File: src/rtl/clk_sel_pkg.sv
// rtl/clk_sel_pkg.sv - shared select codes, FSM state type and settle defaults for clk_sel_ctrl
package clk_sel_pkg;

    localparam logic [1:0] CLK_SEL_1   = 2'b00;
    localparam logic [1:0] CLK_SEL_2   = 2'b01;
    localparam logic [1:0] CLK_SEL_3   = 2'b10;
    localparam logic [1:0] CLK_SEL_BAD = 2'b11;

    localparam int SETTLE_CYCLES_DEF = 8;
    localparam int SETTLE_CNT_W      = 8;

    typedef enum logic {
        ST_IDLE   = 1'b0,
        ST_SETTLE = 1'b1
    } sel_state_t;

endpackage

File: src/rtl/settle_cnt.sv
// rtl/settle_cnt.sv - loadable down-counter with zero flag timing the settle window
module settle_cnt #(
    parameter int W = 8
) (
    input  logic         clk1,
    input  logic         rst_n,
    input  logic         i_load,
    input  logic [W-1:0] i_load_val,
    input  logic         i_dec,
    output logic         o_zero
);

    logic [W-1:0] r_cnt;

    // Load wins over decrement; the count never wraps below zero.
    always_ff @(posedge clk1) begin
        if (!rst_n) begin
            r_cnt <= '0;
        end else if (i_load) begin
            r_cnt <= i_load_val;
        end else if (i_dec && (r_cnt != '0)) begin
            r_cnt <= r_cnt - 1'b1;
        end
    end

    assign o_zero = (r_cnt == '0);

endmodule

File: src/rtl/clk_sel_ctrl.sv
// rtl/clk_sel_ctrl.sv - clock-select request controller with settle window; CLK_SEL_CTRL_ERR_EN enables the sticky err flag
module clk_sel_ctrl
    import clk_sel_pkg::*;
#(
    parameter int SETTLE_CYCLES = SETTLE_CYCLES_DEF
) (
    input  logic       clk1,
    input  logic       rst_n,
    input  logic       req_valid,
    input  logic [1:0] req_sel,
    output logic       req_ready,
    output logic [1:0] sel_clk1,
    output logic       busy,
    output logic       switch_done,
    output logic       err,
    input  logic       err_clr
);

    // The change edge is settle cycle 1, so the counter starts one below the window length.
    localparam logic [SETTLE_CNT_W-1:0] SETTLE_LOAD = SETTLE_CNT_W'(SETTLE_CYCLES - 1);

    sel_state_t r_state;
    sel_state_t w_state_nxt;
    logic [1:0] r_sel;
    logic [1:0] w_sel_nxt;
    logic       w_accept;
    logic       w_load;
    logic       w_dec;
    logic       w_cnt_zero;
    logic       w_err_set;
    logic       w_switch_done;

    assign req_ready = rst_n && (r_state == ST_IDLE);
    assign w_accept  = req_valid && req_ready;

    settle_cnt #(
        .W (SETTLE_CNT_W)
    ) u_settle_cnt (
        .clk1       (clk1),
        .rst_n      (rst_n),
        .i_load     (w_load),
        .i_load_val (SETTLE_LOAD),
        .i_dec      (w_dec),
        .o_zero     (w_cnt_zero)
    );

    // Next-state decode: IDLE takes requests, SETTLE counts down and ends with a done pulse.
    always_comb begin
        w_state_nxt   = r_state;
        w_sel_nxt     = r_sel;
        w_load        = 1'b0;
        w_dec         = 1'b0;
        w_err_set     = 1'b0;
        w_switch_done = 1'b0;
        if (r_state == ST_IDLE) begin
            if (w_accept) begin
                if (req_sel == CLK_SEL_BAD) begin
                    w_err_set = 1'b1;
                end else if (req_sel != r_sel) begin
                    w_sel_nxt   = req_sel;
                    w_load      = 1'b1;
                    w_state_nxt = ST_SETTLE;
                end
            end
        end else begin
            if (w_cnt_zero) begin
                w_state_nxt   = ST_IDLE;
                w_switch_done = 1'b1;
            end else begin
                w_dec = 1'b1;
            end
        end
    end

    // State and select register; reset drops any window in flight and returns to clk1.
    always_ff @(posedge clk1) begin
        if (!rst_n) begin
            r_state <= ST_IDLE;
            r_sel   <= CLK_SEL_1;
        end else begin
            r_state <= w_state_nxt;
            r_sel   <= w_sel_nxt;
        end
    end

    assign sel_clk1    = r_sel;
    assign busy        = (r_state == ST_SETTLE);
    assign switch_done = w_switch_done;

`ifdef CLK_SEL_CTRL_ERR_EN
    logic r_err;

    // Sticky error: a new invalid request beats a simultaneous clear.
    always_ff @(posedge clk1) begin
        if (!rst_n) begin
            r_err <= 1'b0;
        end else if (w_err_set) begin
            r_err <= 1'b1;
        end else if (err_clr) begin
            r_err <= 1'b0;
        end
    end

    assign err = r_err;
`else
    logic w_unused_err;

    assign w_unused_err = err_clr | w_err_set;
    assign err          = 1'b0;
`endif

endmodule
File: config.mk
export PLATFORM = sky130hd
export DESIGN_NAME = clk_sel_ctrl
export DESIGN_NICKNAME = d
export VERILOG_FILES = /design/src/rtl/clk_sel_pkg.sv /design/src/rtl/settle_cnt.sv /design/src/rtl/clk_sel_ctrl.sv
export SDC_FILE = /design/constraint.sdc
export NUM_CORES = 1
export LEC_CHECK = 0
export ABC_AREA = 1
export CORE_ASPECT_RATIO = 0.8
export CORE_UTILIZATION = 47
export DETAILED_ROUTE_END_ITERATION = 7
export MAX_ROUTING_LAYER = met4
export PLACE_DENSITY_LB_ADDON = 0.15
export SYNTH_ARGS = -nofsm -noshare
export SYNTH_HDL_FRONTEND = slang
export SYNTH_HIERARCHICAL = 1
export SYNTH_SLANG_ARGS = --single-unit
export TNS_END_PERCENT = 10
File: constraint.sdc
create_clock -name clk1 -period 1.45 [get_ports clk1]
set_input_delay 0.29 -clock clk1 [delete_from_list [all_inputs] [get_ports clk1]]
set_output_delay 0.29 -clock clk1 [all_outputs]
set_load 0.005 [all_outputs]
## After elaboration in Yosys (flattened, before gate mapping)

Cells that the tools add are included.

| storage, ports and cells | value |
|---|---|
| flip-flop bits (word level) | 11 |
| input bits | 6 |
| output and inout port bits | 6 |
| word-level logic and storage cells | 29 |

| operators by class | value |
|---|---|
| $add $sub $neg | 1 |
| equal/unequal tests | 2 |
| muxes and demuxes | 11 |
| bitwise logic cells | 3 |
| reductions and logical operators | 8 |

Operator list:

| operator | number |
|---|---|
| $mux W1 | 9 |
| $logic_not A8 Y1 | 1 |
| $reduce_bool A8 Y1 | 1 |
| $sub A8 B1 Y8 const B | 1 |
| $mux W3 | 2 |
| $reduce_and A4 Y1 | 1 |
| $logic_and A1 B1 Y1 | 3 |
| $not A1 Y1 | 3 |
| $eq A2 B2 Y1 const B | 1 |
| $ne A2 B2 Y1 | 1 |
| $reduce_bool A2 Y1 | 1 |
| $reduce_or A2 Y1 | 1 |

## Depth between registers and ports, before layout

Gate-level depths: netlist (run 1).

| depth | value |
|---|---|
| depth after elaboration | 6 |
| mapped depth | 12 |

## Hierarchy

The synthesis (run 1) kept the hierarchy.

By module, submodules not included:

| module | times used | cells an instance | area each (um^2) | sequential area each (um^2) |
|---|---|---|---|---|
| settle_cnt | 1 | 104 | 600.6 | 160.2 |
| clk_sel_ctrl | 1 | 38 | 219.0 | 60.1 |

## Worst setup path after synthesis (run 1)

OpenSTA, ideal clock, no wires.

| timing path | value |
|---|---|
| path kind | register to register |
| start | register r_state (netlist: busy) |
| end | register u_settle_cnt.r_cnt[1] |
| data arrival time | 1.381 ns |
| data required time | 1.337 ns |
| path slack | -0.045 ns |
| cell stages (with the launch flop) | 12 |
| clock period less this slack | 1.495 ns |
| path through | dfxtp_1 > inv_1 > nand3_2 > nor2_4 > nand2_2 > inv_1 > clkbuf_1 > inv_2 > nand2_4 > clkinv_2 > nor2_1 > nor2_1 |

| between the ends | value |
|---|---|
| longest elaborated chain between the ends | 6 |
| elaborated cells between the ends (all ways) | 9 |
| those cells by class | mux (4); bitwise (1); reduce/logical (4) |

Ends and longest elaborated chain:

| item | RTL line | text |
|---|---|---|
| from (decl) | clk_sel_ctrl.sv:22 | `sel_state_t r_state;` |
| from (signal assigned) | clk_sel_ctrl.sv:81 | `r_state <= w_state_nxt;` |
| $not A1 Y1 (no line) | n/a |  |
| $logic_and A1 B1 Y1 | clk_sel_ctrl.sv:33 | `assign req_ready = rst_n && (r_state == ST_IDLE);` |
| $logic_and A1 B1 Y1 | clk_sel_ctrl.sv:34 | `assign w_accept = req_valid && req_ready;` |
| $mux W1 | clk_sel_ctrl.sv:56 | `if (w_accept) begin` |
| $mux W1 (*) | clk_sel_ctrl.sv:55 | `if (r_state == ST_IDLE) begin` |
| net w_load | clk_sel_ctrl.sv:27 | `logic w_load;` |
| $mux W3 / $reduce_bool A2 Y1 (equally long branches) | n/a |  |
| to (signal assigned) | settle_cnt.sv:20 | `r_cnt <= i_load_val;` |
| to (signal assigned) | settle_cnt.sv:22 | `r_cnt <= r_cnt - 1'b1;` |
| to (decl) | settle_cnt.sv:13 | `logic [W-1:0] r_cnt;` |

The timed path passes the listed nets; every way through them passes the cells marked *.
A chain may end at the register's enable or synchronous reset.

## Worst setup path after layout (run 1)

| timing path | value |
|---|---|
| start | register u_settle_cnt.r_cnt[7] |
| end | output port switch_done |

| between the ends | value |
|---|---|
| longest elaborated chain between the ends | 3 |

Ends and longest elaborated chain:

| item | RTL line | text |
|---|---|---|
| $logic_not A8 Y1 | settle_cnt.sv:26 | `assign o_zero = (r_cnt == '0);` |
| net w_cnt_zero | clk_sel_ctrl.sv:29 | `logic w_cnt_zero;` |
| $mux W1 | clk_sel_ctrl.sv:66 | `if (w_cnt_zero) begin` |
| $mux W1 | clk_sel_ctrl.sv:55 |  |
| to (decl) | clk_sel_ctrl.sv:14 | `output logic switch_done,` |

The timed path passes the listed nets, and every way through them passes these cells.

==> Flow_metrics.wiki, run 1 <==
{| class="wikitable"
! Metric !! Value
|-
| Outcome || complete, but fails checks
|-
| Failing checks || setup timing
|-
| Share of final-layout standard cells stronger than drive strength 1 || 0.3204
|-
| Input/output buffers || 9
|-
| Final routed wirelength across all metal layers || ~2100 um
|-
| Reported net switching power || around 430 uW
|-
| FF-to-FF End || u_settle_cnt/r_cnt[6]
|-
| Main combinational cell family by area after synthesis || simple AND/OR/NAND/NOR gates
|-
| Number of sinks driven by the clock tree || 11
|-
| Critical Path RT || 1160 ps
|-
| Count of nets after finishing || 190
|-
| Yosys warnings || 6
|-
| First-iteration detailed-routing DRC count || 15
|-
| Delay of the slowest cell on the worst path || between 300 and 400 ps
|-
| Power density over cell area || 916.8 nW/um^2
|-
| Number of design rule violations left after detail routing || 0
|-
| Seq/Total Area, Yosys || 0.2687
|-
| Top-Level Pins || 12
|-
| Number of global-route vias before repair || around 850
|-
| Antenna-violating nets left || 0
|-
| Total area of multi-input combinational cells || 570.5 um^2
|-
| Number of max-cap violations || 0
|-
| Total gr overflow || 0
|-
| Final setup vio count || 5
|-
| Peak supply drop || around 0.00066 V
|-
| Core utilization of the finished layout || 0.7423
|-
| Initial core utilization || 0.5038
|-
| Hold path start || req_sel[0]
|-
| Placeable core region || between 1500 and 2000 um^2
|-
| Vias after detailed routing || approximately 940
|-
| Die footprint || about 1900 um^2
|-
| Clock Root Buffer || clkbuf_4
|-
| Area delta synth->final || 47.33%
|-
| Detailed Place HPWL || ~1500 um
|-
| Switching power as a share of total power || 0.3904
|-
| Antenna violations before repair || 0
|-
| Pin count of the biggest net entering global routing || 11
|-
| Internal Dissipation || around 670 uW
|-
| Critical register-to-register path startpoint || u_settle_cnt/r_cnt[0]
|-
| Placement-stage worst setup slack || -340.3 ps
|-
| Flip-flop and latch count after synthesis || 11
|-
| Post-route worst setup slack || -45.47 ps
|-
| Clock network latency to the later pin of the worst-skew pair || 280 ps
|-
| Top area cells in the synthesized netlist || dfxtp_1 (27%), nand2_1 (19%), inv_1 (11%), nand3_1 (9.2%), nor2_1 (9.2%)
|-
| Crit path time final || between 1000 and 1500 ps
|-
| TritonCTS clock tree || built
|-
| Seq. cell area || about 230 um^2
|-
| Post-place instance area || 1090 um^2
|-
| Signal arrival time at the worst endpoint || roughly 1200 ps
|-
| Share of the synthesized area in the top cell type || 0.2687
|-
| Clock buffers created by TritonCTS || 3
|-
| Cell leakage power || around 0.00066 uW
|-
| R2R cell count || 12
|-
| Syn_area_per_cell || 5.771 um^2
|-
| Chain of cells forming the critical path || nor2_1 -> nand2_4 -> nor2_4 -> nand2_2 -> inv_2 -> buf_6
|-
| Chip width || around 49 um
|-
| Ant. Diodes || 0
|-
| Worst-case hold slack || roughly 340 ps
|-
| Multiplexer fraction of the synthesized cell area || 0
|-
| Placed insts || 196
|-
| Number of detailed-routing iterations run before antenna repair || 4
|-
| Fraction of the mapped netlist area in compound gates || 0.06565
|-
| Post-synth cell types || 23
|-
| Cell taking the most area after synthesis || dfxtp_1
|-
| H-tree depth || 1
|-
| Number of rows created at floorplan || 13
|-
| End of the critical path || switch_done
|-
| Die Y-Extent || approximately 39 um
|-
| Xor/xnor share of the synthesized area || 0.01069
|-
| Cell with the largest stage delay on the worst path || dfxtp_1
|-
| Register clock-pin slew on the reported worst setup and hold paths || roughly 80 ps
|-
| Kind of capture point of the worst setup path || primary output
|-
| Worst R2R Setup Slack || -40 ps
|-
| Combinational share of power || 0.483
|-
| Area share of fa/ha/maj cells after synthesis || 0.03053
|-
| Cell Count, Final, Fillers Out || approximately 200
|-
| Critical Path Start Type || register
|-
| Count of final hold-check violations || 0
|-
| Fmax || about 0.67 GHz
|-
| Max-slew violation count || 0
|-
| Sequential power share || 0.318
|-
| Critical path class || register to primary output
|-
| Crit path max fanout || 2
|-
| Part of the power in the clock network || 0.199
|-
| Drt via density || about 4.6
|-
| Post-synthesis simple-gate area fraction || 0.4763
|-
| Clock Tree Buf Depth || 2
|-
| Setup skew after layout || approximately 3.5 ps
|-
| Crit. Startpoint || u_settle_cnt/r_cnt[7]
|-
| Tightest Hold Check Type || input pin to register
|-
| Average detailed-routed wire length per instance || 10.44 um
|-
| Aggregate global-route resource usage || 0.2721
|-
| First-pass GRT wire length || about 3700 um
|-
| Mapped Area || around 800 um^2
|-
| Finished layout cell area || between 1000 and 1500 um^2
|-
| Number of standard cells after synthesis || about 140
|-
| Portion of the clock cycle consumed by the worst path in the final layout || 1.031
|-
| Number of buffers inserted by hold repair at cts || 0
|-
| Setup repair after global routing missed its margin || true
|-
| Routability congestion estimate from global placement || 0.8800
|-
| FILL cells || roughly 140
|}
registers in the layout (all words and copies together), names as in the netlist:
register / cells
sel_clk1: 2
u_settle_cnt/r_cnt: 8
busy: 1
cell families after synthesis:
kind of cell,after synthesis
xor+xnor,1
compound gates,10
fa+ha+maj,2
other cells,2
flops,11
buf+inv,29
simple gates,87
metal layers:
layer / track usage / wire (um) / share of wire / up-vias
met5: - / 0 / 0 / -
met1: 0.3030 / 993 / 0.47 / 413
met4: 0.1471 / 39 / 0.018 / 0
met2: 0.4549 / 983 / 0.46 / 20
li1: - / - / - / 500
met3: 0.08140 / 105 / 0.050 / 6
synth_stat cells, drive strengths merged:
master,instances
nor2,22
nand3,16
dfxtp,11
a21oi,4
clkbuf,1
inv,26
conb,2
nand2,46
buf,1
nand4,2
xnor2,1
o21ai,6
ha,2
clkinv,1
nor3,1
power by group through the flow:
stage          Clock [uW]  Sequential (uW)  Combinational [uW]
2_1_floorplan           0              357                 280
6_report              221              352                 535
3_3_place_gp            0              352                 443
4_1_cts               231              350                 483
3_5_place_dp            0              353                 458
5_1_grt               239              355                 602
final cells by class:
class | count | share of cell area
clock inverter | 1 | 0.004145
inverter | 27 | 0.08601
timing repair buffer | 30 | 0.2062
sequential | 11 | 0.1896
clock buffer | 3 | 0.01865
multi-input combinational | 109 | 0.4725
tap | 22 | 0.02280
worst max-delay path, delay by kind of cell, from the launching register on:
kind,cells,cell delay [ps]
AND/OR/NAND/NOR,4,490
flip-flops,1,320
buffers and inverters,2,130
metrics by stage:
step / total power (uW) / setup TNS (ps)
4_1_cts: 1065 / -69.57
3_5_place_dp: 810.4 / -2738
5_1_grt: 1196 / -683.9
2_1_floorplan: 637.6 / 0
3_3_place_gp: 794.6 / -2400
6_report: 1107 / -114.5
timing repair:
item / CTS / global route
setup buffers: 1 / 2
endpoints found under the setup margin: 14 / 10
gates resized for setup: 22 / 14
pin swaps: 6 / 4
worst min-delay path by stage:
stage / cells after the start / slack [ps] / to
3_3_place_gp: 2 / 480 / u_settle_cnt/r_cnt[0]
5_1_grt: 3 / 370 / sel_clk1[0]
6_report: 3 / 340 / sel_clk1[0]
3_5_place_dp: 2 / 490 / u_settle_cnt/r_cnt[0]
2_1_floorplan: 2 / 390 / u_settle_cnt/r_cnt[5]
4_1_cts: 3 / 440 / sel_clk1[1]
placed cells by master, fill, tap and decap left out, types with 2 or more instances in the layout:
cell             instances
dfxtp_1                  6
inv_2                    6
dlygate4sd2_1            4
a21oi_1                  2
clkdlybuf4s50_1          2
nand2_2                  4
conb_1                   9
nand2_4                  3
dlymetal6s2s_1           2
nor2_4                   4
dfxtp_2                  4
nand4_1                  2
clkbuf_4                 3
nand3_1                 15
nor2_1                  14
o21ai_0                  5
nand2_1                 39
buf_4                   21
a21oi_2                  2
nor2_2                   4
inv_1                   20
(Power assumes the default switching activity.)
==> inputs of run 2 (changes only) <==
Settings changed: MAX_ROUTING_LAYER met4 to default.
==> run 2 against run 1 <==
Compared with the run above: the run still ends with setup timing left; via count down 0.85%; total power shrank 0.11%; hold slack hardly changed; highest routed layer unchanged.
==> Flow_metrics.wiki, run 2 (synthesized netlist as in run 1, its figures left out) <==
{| class="wikitable"
! Metric !! Value
|-
| Most frequent standard cell in the layout excluding fill and tap cells || nand2_1
|-
| H-tree depth || 1
|-
| Failing checks || setup timing
|-
| Outcome || complete, but fails checks
|-
| Power density over cell area || a little over 900 nW/um^2
|-
| Ant. Diodes || 0
|-
| Sequential power share || 0.318
|-
| Total gr overflow || 0
|-
| Internal Dissipation || between 600 and 700 uW
|-
| Initial core utilization || 0.5038
|-
| Chip width || between 40 and 50 um
|-
| FILL cells || between 100 and 150
|-
| Input/output buffers || 9
|-
| Die Y-Extent || ~39 um
|-
| Max-slew violation count || 0
|-
| Number of sinks driven by the clock tree || 11
|-
| CP delay by family, top || simple AND/OR/NAND/NOR gates
|-
| Placeable core region || approximately 1600 um^2
|-
| Portion of the clock cycle consumed by the worst path in the final layout || 1.029
|-
| Pin count of the biggest net entering global routing || 11
|-
| Routability congestion estimate from global placement || between 0.8 and 0.9
|-
| Final setup vio count || 4
|-
| Critical Path RT || approximately 1200 ps
|-
| Setup repair after global routing missed its margin || true
|-
| First-iteration detailed-routing DRC count || 15
|-
| Top-Level Pins || 12
|-
| Aggregate global-route resource usage || 0.2650
|-
| Clock Root Buffer || clkbuf_4
|-
| Reported net switching power || 430.9 uW
|-
| CP bufs+invs || 2
|-
| Setup skew after layout || between 3 and 4 ps
|-
| Number of design rule violations left after detail routing || 0
|-
| Area delta synth->final || 47.33%
|-
| Final routed wirelength across all metal layers || 2120 um
|-
| Vias after detailed routing || about 930
|-
| Number of max-cap violations || 0
|-
| Clock network latency to the later pin of the worst-skew pair || 280 ps
|-
| Kind of capture point of the worst setup path || primary output
|-
| Cell with the largest stage delay on the worst path || dfxtp_1
|-
| Drt via density || between 4 and 5
|-
| Critical path class || register to primary output
|-
| Share of final-layout standard cells stronger than drive strength 1 || 0.3204
|-
| Switching power as a share of total power || 0.3897
|-
| Number of rows created at floorplan || 13
|-
| Busiest metal layer after global routing || met2
|-
| M3 GR Usage || 0.08140
|-
| Peak supply drop || ~0.00066 V
|-
| Critical Path Start Type || register
|-
| Met1 capacity usage during global routing || 0.3030
|-
| Count of nets after finishing || between 150 and 200
|-
| TritonCTS clock tree || built
|-
| Antenna violations before repair || 0
|-
| Register clock-pin slew on the reported worst setup and hold paths || 80 ps
|-
| Post-route worst setup slack || -41.74 ps
|-
| Chain of cells forming the critical path || nor2_1 -> nand2_4 -> nor2_4 -> nand2_2 -> inv_2 -> buf_6
|-
| Worst-case hold slack || 336.0 ps
|-
| Tightest Hold Check Type || input pin to register
|-
| Core utilization of the finished layout || 0.7423
|-
| Antenna-violating nets left || 0
|-
| Number of buffers inserted by hold repair at cts || 0
|-
| Cell leakage power || around 0.00066 uW
|-
| Count of final hold-check violations || 0
|-
| Crit path max fanout || 2
|-
| Delay of the slowest cell on the worst path || 320 ps
|-
| Finished layout cell area || 1207 um^2
|-
| Commonest non-fill, non-tap cells in the layout || nand2_1 (39), buf_4 (21), inv_1 (20)
|-
| Post-place instance area || approximately 1100 um^2
|-
| Average detailed-routed wire length per instance || about 10 um
|-
| Clock buffers created by TritonCTS || 3
|-
| Clock Tree Buf Depth || 2
|-
| Crit path time final || ~1500 ps
|-
| Met2 Track Usage GR || 0.4549
|-
| Die footprint || roughly 1900 um^2
|-
| Placement-stage worst setup slack || -340.3 ps
|-
| Number of global-route vias before repair || 845
|-
| Register with the most flip-flops || u_settle_cnt/r_cnt
|-
| Number of flip-flops under the largest register name || 8
|-
| Fmax || around 0.67 GHz
|-
| Number of detailed-routing iterations run before antenna repair || 4
|-
| Part of the power in the clock network || 0.200
|-
| Detailed Place HPWL || roughly 1500 um
|-
| Signal arrival time at the worst endpoint || 1200 ps
|-
| First-pass GRT wire length || about 3700 um
|-
| Combinational share of power || 0.482
|}
-- run 2: cell counts in the layout (fill, tap and decap cells not counted) --
No cell type changed its count.
-- run 2: path summary, 6_finish.rpt --
path	from	endpoint	slack (ps)	cells past startpoint
setup / recovery	u_settle_cnt/r_cnt[7]	switch_done	-40	6
hold / removal	req_sel[0]	sel_clk1[0]	340	3
setup reg to reg	u_settle_cnt/r_cnt[0]	u_settle_cnt/r_cnt[6]	-30	12
hold reg to reg	u_settle_cnt/r_cnt[0]	u_settle_cnt/r_cnt[0]	500	2
-- run 2: final cells by class --
type / count / area (um^2) / share of cell area
clock buffer: 3 / 22.52 / 0.01865
clock inverter: 1 / 5.005 / 0.004145
inverter: 27 / 103.9 / 0.08601
multi-input combinational: 109 / 570.5 / 0.4725
sequential: 11 / 229.0 / 0.1896
tap: 22 / 27.53 / 0.02280
timing repair buffer: 30 / 249.0 / 0.2062
-- run 2: what timing repair did --
action | 4_1_cts | 5_1_grt
endpoints found under the setup margin | 14 | 10
pin swaps | 6 | 4
buffers inserted | 1 | 2
gates resized for setup | 22 | 14
-- run 2: metrics by stage --
stage,power (uW),setup TNS (ps),std cells
after global placement,794.6,-2400,196
final,1106,-75.80,203
after floorplan,637.6,0,149
after CTS,1065,-69.57,201
after global routing,1195,-680.7,203
after detailed placement,810.4,-2738,196
-- run 2: power groups by stage --
stage | logic, uW | clock network [uW] | registers [uW]
finish | 533 | 221 | 351
global route | 601 | 239 | 355
CTS | 483 | 231 | 350
detailed placement | 458 | 0 | 353
global placement | 443 | 0 | 352
floorplan | 280 | 0 | 357
-- run 2: metal layers --
metal  wire [um]  share of wire
met1         973           0.46
met2        1002           0.47
met5           0              0
met4          41          0.019
met3         102          0.048
-- run 2: worst register-to-register path, stage by stage, from the launching register on --
cell	delay (ps)
dfxtp_2	340
inv_2	50
ha_4	160
nand2_4	70
nor2_4	50
buf_4	140
nor2_4	160
inv_1	80
nor2_2	120
nand3_1	90
nand3_1	80
nand2_1	50
inv_1	40
